$ cat src/rtl/plab5_mcore_mem_req_serializer_pkg.sv
// Shared definitions for the memory-request serializer: message type codes,
// FSM state encoding, flit-kind markers and field/flit width helpers.
package plab5_mcore_mem_req_serializer_pkg;

    localparam int unsigned MSG_TYPE_NBITS = 3;

    typedef enum logic [MSG_TYPE_NBITS-1:0] {
        MSG_TYPE_READ    = 3'd0,
        MSG_TYPE_WRITE   = 3'd1,
        MSG_TYPE_INIT    = 3'd2,
        MSG_TYPE_AMO_ADD = 3'd3,
        MSG_TYPE_AMO_AND = 3'd4,
        MSG_TYPE_AMO_OR  = 3'd5
    } mem_req_type_e;

    typedef enum logic [1:0] {
        ST_IDLE = 2'd0,
        ST_HDR  = 2'd1,
        ST_DATA = 2'd2
    } ser_state_e;

    // Value of the flit-kind bit (the MSB of every flit)
    localparam logic FLIT_HDR  = 1'b1;
    localparam logic FLIT_DATA = 1'b0;

    // len encodes a byte count in [0, d/8); 0 means full width
    function automatic int unsigned mem_req_len_nbits(input int unsigned d);
        return $clog2(d / 8);
    endfunction

    function automatic int unsigned mem_req_msg_nbits(input int unsigned o,
                                                      input int unsigned a,
                                                      input int unsigned d);
        return MSG_TYPE_NBITS + o + a + mem_req_len_nbits(d) + d;
    endfunction

    // Control-only width c: the full message minus its data field
    function automatic int unsigned mem_req_cmsg_nbits(input int unsigned o,
                                                       input int unsigned a,
                                                       input int unsigned d);
        return mem_req_msg_nbits(o, a, d) - d;
    endfunction

    // Flit = kind bit + c payload bits; kind bit sits at index c
    function automatic int unsigned mem_req_flit_nbits(input int unsigned o,
                                                       input int unsigned a,
                                                       input int unsigned d);
        return mem_req_cmsg_nbits(o, a, d) + 1;
    endfunction

endpackage

$ cat src/rtl/plab5_mcore_MemReqCMsgPack.sv
// Packs the control fields of a memory request into the header payload
// {type, opaque, addr, len}.
module plab5_mcore_MemReqCMsgPack
    import plab5_mcore_mem_req_serializer_pkg::*;
#(
    parameter int unsigned p_opaque_nbits = 8,
    parameter int unsigned p_addr_nbits   = 32,
    parameter int unsigned p_len_nbits    = 2
) (
    input  logic [MSG_TYPE_NBITS-1:0]                                    msg_type,
    input  logic [p_opaque_nbits-1:0]                                    opaque,
    input  logic [p_addr_nbits-1:0]                                      addr,
    input  logic [p_len_nbits-1:0]                                       len,
    output logic [MSG_TYPE_NBITS+p_opaque_nbits+p_addr_nbits+p_len_nbits-1:0] msg
);

    assign msg = {msg_type, opaque, addr, len};

endmodule

$ cat src/rtl/plab5_mcore_mem_req_serializer.sv
// Serializes a full memory request into a header flit plus (non-READ) data flit.
// Define PLAB5_MCORE_MEM_REQ_SER_PIPE_EN to accept the next request on the last flit.
module plab5_mcore_mem_req_serializer
    import plab5_mcore_mem_req_serializer_pkg::*;
#(
    parameter  int unsigned p_opaque_nbits = 8,
    parameter  int unsigned p_addr_nbits   = 32,
    parameter  int unsigned p_data_nbits   = 32,
    localparam int unsigned MsgNbits  = mem_req_msg_nbits(p_opaque_nbits, p_addr_nbits, p_data_nbits),
    localparam int unsigned FlitNbits = mem_req_flit_nbits(p_opaque_nbits, p_addr_nbits, p_data_nbits)
) (
    input  logic                 clk,
    input  logic                 reset,
    input  logic [MsgNbits-1:0]  in_msg,
    input  logic                 in_val,
    output logic                 in_rdy,
    output logic [FlitNbits-1:0] out_msg,
    output logic                 out_val,
    input  logic                 out_rdy
);

    localparam int unsigned LenNbits  = mem_req_len_nbits(p_data_nbits);
    localparam int unsigned CNbits    = mem_req_cmsg_nbits(p_opaque_nbits, p_addr_nbits, p_data_nbits);
    localparam int unsigned PadNbits  = CNbits - p_data_nbits;
    localparam int unsigned LenLsb    = p_data_nbits;
    localparam int unsigned AddrLsb   = LenLsb + LenNbits;
    localparam int unsigned OpaqueLsb = AddrLsb + p_addr_nbits;
    localparam int unsigned TypeLsb   = OpaqueLsb + p_opaque_nbits;

    ser_state_e          state_q, state_d;
    logic [MsgNbits-1:0] msg_q, msg_d;
    logic                in_rdy_q, in_rdy_d;
    logic                out_val_q, out_val_d;

    logic [MSG_TYPE_NBITS-1:0] fld_type;
    logic [p_opaque_nbits-1:0] fld_opaque;
    logic [p_addr_nbits-1:0]   fld_addr;
    logic [LenNbits-1:0]       fld_len;
    logic [p_data_nbits-1:0]   fld_data;
    logic [CNbits-1:0]         cmsg;

    logic is_read;
    logic out_fire;
    logic last_flit;
    logic in_fire;

    // Field split of the captured request
    assign fld_data   = msg_q[p_data_nbits-1:0];
    assign fld_len    = msg_q[LenLsb    +: LenNbits];
    assign fld_addr   = msg_q[AddrLsb   +: p_addr_nbits];
    assign fld_opaque = msg_q[OpaqueLsb +: p_opaque_nbits];
    assign fld_type   = msg_q[TypeLsb   +: MSG_TYPE_NBITS];

    plab5_mcore_MemReqCMsgPack #(
        .p_opaque_nbits (p_opaque_nbits),
        .p_addr_nbits   (p_addr_nbits),
        .p_len_nbits    (LenNbits)
    ) u_cmsg_pack (
        .msg_type (fld_type),
        .opaque   (fld_opaque),
        .addr     (fld_addr),
        .len      (fld_len),
        .msg      (cmsg)
    );

    assign is_read   = (fld_type == MSG_TYPE_READ);
    assign out_fire  = out_val_q & out_rdy;
    assign last_flit = (state_q == ST_DATA) | ((state_q == ST_HDR) & is_read);

`ifdef PLAB5_MCORE_MEM_REQ_SER_PIPE_EN
    // Reopen for the next request in the same cycle the final flit leaves
    assign in_rdy = ~reset & (in_rdy_q | (out_fire & last_flit));
`else
    assign in_rdy = in_rdy_q;
`endif

    assign in_fire = in_val & in_rdy;
    assign out_val = out_val_q;
    assign out_msg = (state_q == ST_HDR) ? {FLIT_HDR, cmsg}
                                         : {FLIT_DATA, {PadNbits{1'b0}}, fld_data};

    always_comb begin
        state_d = state_q;
        msg_d   = msg_q;

        case (state_q)
            ST_IDLE: state_d = ST_IDLE;
            ST_HDR:  if (out_fire) state_d = is_read ? ST_IDLE : ST_DATA;
            ST_DATA: if (out_fire) state_d = ST_IDLE;
            default: state_d = ST_IDLE;
        endcase

        // A captured request always starts with its header, whatever state it arrives in
        if (in_fire) begin
            msg_d   = in_msg;
            state_d = ST_HDR;
        end

        in_rdy_d  = (state_d == ST_IDLE);
        out_val_d = (state_d != ST_IDLE);
    end

    always_ff @(posedge clk) begin
        if (reset) begin
            state_q   <= ST_IDLE;
            msg_q     <= '0;
            in_rdy_q  <= 1'b0;
            out_val_q <= 1'b0;
        end else begin
            state_q   <= state_d;
            msg_q     <= msg_d;
            in_rdy_q  <= in_rdy_d;
            out_val_q <= out_val_d;
        end
    end

endmodule
$ cat config.mk
export PLATFORM = sky130hd
export DESIGN_NAME = plab5_mcore_mem_req_serializer
export DESIGN_NICKNAME = d
export VERILOG_FILES = /design/src/rtl/plab5_mcore_mem_req_serializer_pkg.sv /design/src/rtl/plab5_mcore_MemReqCMsgPack.sv /design/src/rtl/plab5_mcore_mem_req_serializer.sv
export SDC_FILE = /design/constraint.sdc
export NUM_CORES = 1
export LEC_CHECK = 0
export CORE_ASPECT_RATIO = 2
export CORE_MARGIN = 2
export CORE_UTILIZATION = 38
export DETAILED_ROUTE_END_ITERATION = 16
export PLACE_DENSITY = 0.82
export RECOVER_POWER = 100
export REMOVE_ABC_BUFFERS = 1
export SYNTH_ARGS = -nofsm -noshare
export SYNTH_HDL_FRONTEND = slang
export SYNTH_SLANG_ARGS = --single-unit
$ cat constraint.sdc
create_clock -name clk -period 4 [get_ports clk]
set_clock_uncertainty 0.1 [all_clocks]
set_input_delay 0.8 -clock clk [delete_from_list [all_inputs] [get_ports clk]]
set_output_delay 0.8 -clock clk [all_outputs]
set_load 0.02 [all_outputs]
* Yosys cells after proc, flatten, opt, wreduce, memory -nomap -nowiden
Cells that the tools add are included.
** Storage, ports and cells
- Flip-flop bits (word level) :: 81
- Input bits :: 81
- Output and inout bits :: 48
** Cells by class
- Equal/unequal tests :: 2
- Mux-type cells :: 6
- Bitwise logic cells :: 2
- Reductions and logical operators :: 3
** Operators with widths (count)
- $mux W46 :: 1
- $mux W2 :: 4
- $pmux W2 S2 :: 1
- $logic_not A3 Y1 :: 1
- $and A1 B1 Y1 :: 2
- $eq A2 B1 Y1 const B :: 1
- $eq A2 B2 Y1 const B :: 1
- $logic_not A2 Y1 :: 1
- $reduce_bool A2 Y1 :: 1

* Logic depth before layout (Yosys ltp)
- Word-level depth :: 6
- Mapped depth :: 6

* Cells and area by module
From an unflattened synthesis, not the netlist that was laid out.
** Second synthesis, totals
- Cell total of the unflattened synthesis :: 449
- Area, all modules :: 3653.5 µm²
** Modules (own cells, without submodules)
- plab5_mcore_mem_req_serializer :: instances 1, cells each 404, area each 3315.7 µm², sequential area each 1621.6 µm²
- plab5_mcore_MemReqCMsgPack :: instances 1, cells each 45, area each 337.8 µm², sequential area each 0.0 µm²

* Worst setup path before layout
Ideal clock, no wire load.
- Kind :: register -> output
- Start :: register state_q[0]
- End :: output port out_msg[10]
- Arrival :: 1.510 ns
- Slack :: 1.590 ns
- Cell stages (with the launch flop) :: 5
- Buffers on the path :: 2
- Path through :: dfxtp_1 -> ha_1 -> buf_2 -> buf_2 -> mux2_2
** On the way
- Cells in the longest elaborated chain, start to end :: 2
** Ends and longest elaborated chain
- from (decl) :: RTL line plab5_mcore_mem_req_serializer.sv:30 : ser_state_e state_q, state_d;
- from (signal assigned) :: RTL line plab5_mcore_mem_req_serializer.sv:110 : state_q <= state_d;
- $eq A2 B1 Y1 :: RTL line plab5_mcore_mem_req_serializer.sv:79 : assign out_msg = (state_q == ST_HDR) ? {FLIT_HDR, cmsg}
- $mux W46 :: RTL line plab5_mcore_mem_req_serializer.sv:79
- to (decl) :: RTL line plab5_mcore_mem_req_serializer.sv:17 : output logic [FlitNbits-1:0] out_msg,
No other way between the ends.

* Worst setup path in the final report
- Start :: register state_q[1]
- End :: output port out_msg[30]
Same word-level chain as after synthesis.

==> flow_summary.yaml <==
run_status:
  status: "complete, but fails checks"
  violations: "max-capacitance violations, max-slew violations"
cells_and_area:
  area_growth_pct: 48.9
  final_core_util: 0.579
  antenna_cells: 0
  fin_nets: 599
  drive_gt1_frac: 0.107
floorplanning:
  rows: 48
  coreArea_um2: 8530
  die_y_um: 136
  die_w_um: 70.0
  ios: 129
  initial_core_util: 0.389
  dieArea_um2: 9530
synth:
  async_reset_ff_frac: 0
  ys_top_cells_by_count: "nand2_1 (156), dfxtp_1 (81), a21oi_1 (78)"
  synth_top_area_frac: 0.489
  synth-compound-area-share: 0.129
  synth_edf_count: 0
  synth_top_cell_by_area: "dfxtp_1"
  synthAdderAreaFrac: 0.00755
  yosysWarningCount: 0
  syn_area_um2: 3310
  seq_area_frac_synth: 0.489
  synth_most_common_cell: "nand2_1"
  synth-seq-cells: 81
  synthCells: 404
  muxShareOfSynthArea: 0.109
  synthSimpleGateAreaFrac: 0.214
  yosysUniqueCellTypes: 21
  synthTopCellsByArea: "dfxtp_1 (49%), nand2_1 (18%), a21oi_1 (12%)"
  synth_top_family_by_area: "simple AND/OR/NAND/NOR gates"
  synth-xor-area-share: 0
  synth_ff_type: "dfxtp_1"
  syn_area_per_cell_um2: 8.20
sta:
  max_slew_margin: -0.145
  setup_slack_ns: 0.476
  worst_pin_slew_ns: 1.72
  min_period_ns: 3.52
  final.setup.tns_ns: 0
  drv_slew: 33
  layout_worst_path_cycle_share: 0.881
  fmax_ghz: 0.284
  finalHoldViolCount: 0
  rsz0062_at_grt: "false"
  setup_violations: 0
worst_setup_path:
  crit_chain: "inv_1 > ha_1 > buf_12 > mux2_2 > clkdlybuf4s50_1"
  cp-start-kind: "flop"
  critPathKind: "flop to output pin"
  worst-path-max-fanout: 31
  required_ns: 3.10
  slowest_delay_ns: 0.68
  arrival_ns: 2.62
  worst-path-buf-inv: 3
  slowest_stage: "ha_1"
  crit_path_end_kind: "output pin"
  cp_top_family: "buffers and inverters"
job:
  drv_cap: 1
placed_design:
  dp_hpwl_um: 6510
  io_buffers: 128
  gp_congestion: 0.811
  place_ws_ns: 1.06
global_routing:
  grtUsageTotal: 0.186
  overflow: 0
  grt_pass1_wl_um: 13800
  grt_max_degree: 48
  grt_pass1_vias: 2981
  antenna_found_initial: 0
drt:
  vias: 3071
  final_antenna_net_count: 0
  drc: 0
  vias_per_cell: 4.95
  drt_iter0_drc: 137
  drt-pass1-iter-count: 4
  wire_per_inst_um: 14.3
  finalWirelength_um: 8890
worst_hold_path:
  hp-class: "flop to flop"
cts:
  root_buffer: "clkbuf_16"
  cts_resized: 0
  cts_max_level: 3
  clock_latency_ns: 0.33
  clock-sinks: 81
  clk_pin_slew_ns: 0.06
  cts_tree: "yes"
  cts_hold_buf: 0
  clock_tree.buffer_depth: 2
  cts_setup_buffers: 0
  cts_made_buffers: 9
power:
  power.leakage_nw: 1.89
  ir_worst_vdd_mv: 0.273
  cellPowerDensity_nw_per_um2: 407
==> path summary, 6_finish.rpt <==
check | from | to | slack, ns | depth (start not counted)
max | state_q[1] | out_msg[30] | 0.48 | 5
min | msg_q[69] | msg_q[69] | 0.35 | 2
max reg2reg | in_rdy | in_rdy | 1.48 | 4
min reg2reg | msg_q[69] | msg_q[69] | 0.35 | 2
==> metrics by stage <==
step / hold slack, ns / area, um^2 / power, mW / cells
2_1_floorplan: 0.326 / 3150 / 0.982 / 373
3_3_place_gp: 0.338 / 4610 / 1.13 / 605
3_5_place_dp: 0.343 / 4610 / 1.14 / 605
4_1_cts: 0.351 / 4950 / 2.03 / 621
5_1_grt: 0.367 / 4940 / 2.09 / 621
6_report: 0.349 / 4940 / 2.01 / 621
==> worst register-to-register path, delay by kind of cell (launching register included) <==
kind / cells / cell delay, ns
buffers and inverters: 1 / 0.35
DFF: 1 / 0.37
AOI/OAI and AO/OA: 1 / 0.11
and+or+nand+nor: 2 / 1.49
==> logic make-up after synthesis <==
logic type,Yosys count
mux,32
simple gates,175
fa+ha+maj,2
compound gates,81
buf+inv,33
flops,81
==> layout by cell type (no fill, tap or decap) <==
cell type / Yosys / routed
clkdlybuf4s50_1: 0 / 101
dlygate4sd3_1: 0 / 26
a32oi_2: 1 / 1
and3b_1: 1 / 1
nand2_2: 0 / 1
ha_1: 2 / 2
clkbuf_16: 0 / 9
o21ba_2: 1 / 1
clkbuf_1: 11 / 1
bufinv_16: 0 / 2
and2_2: 1 / 1
and2_1: 13 / 12
nor2_1: 1 / 1
dfxtp_1: 81 / 81
mux2_2: 32 / 32
buf_4: 5 / 2
a31oi_1: 0 / 1
nor3_1: 1 / 1
a21oi_1: 78 / 78
and4b_1: 1 / 1
and2_0: 0 / 1
or3_1: 1 / 1
clkbuf_8: 0 / 2
nand2_1: 156 / 155
inv_1: 2 / 2
clkinvlp_4: 0 / 2
buf_12: 0 / 2
buf_2: 10 / 1
==> area by class of cell <==
cell class              count  area, um^2
inverters                   2        7.51
flip-flops and latches     81        1620
multi-input cells         290        1520
repair buffers            132        1330
fillers                   772        3590
clock inverters             4        75.1
clock buffers              12         256
well taps                 100         125
==> routing by layer <==
| layer | wire (um) | up-vias | part of all wire | GRT usage |
|---|---|---|---|---|
| met1 | 3050 | 1410 | 0.34 | 0.178 |
| met4 | 376 | 0 | 0.042 | 0.116 |
| met3 | 316 | 26 | 0.036 | 0.0356 |
| li1 | - | 1539 | - | - |
| met5 | 0 | - | 0 | 0 |
| met2 | 5150 | 96 | 0.58 | 0.356 |
==> flip-flops by register name, summed over array words and instances (netlist names) <==
name,flops
in_rdy,1
state_q,2
out_val,1
msg_q,77
==> power breakdown <==
part | internal [mW] | leakage [nW] | switching, mW | total, mW
registers | 0.844 | 0.661 | 0.0194 | 0.863
clock network | 0.581 | 0.155 | 0.313 | 0.894
logic | 0.139 | 1.08 | 0.114 | 0.253
No activity file was read; power rests on OpenSTA's default activity.
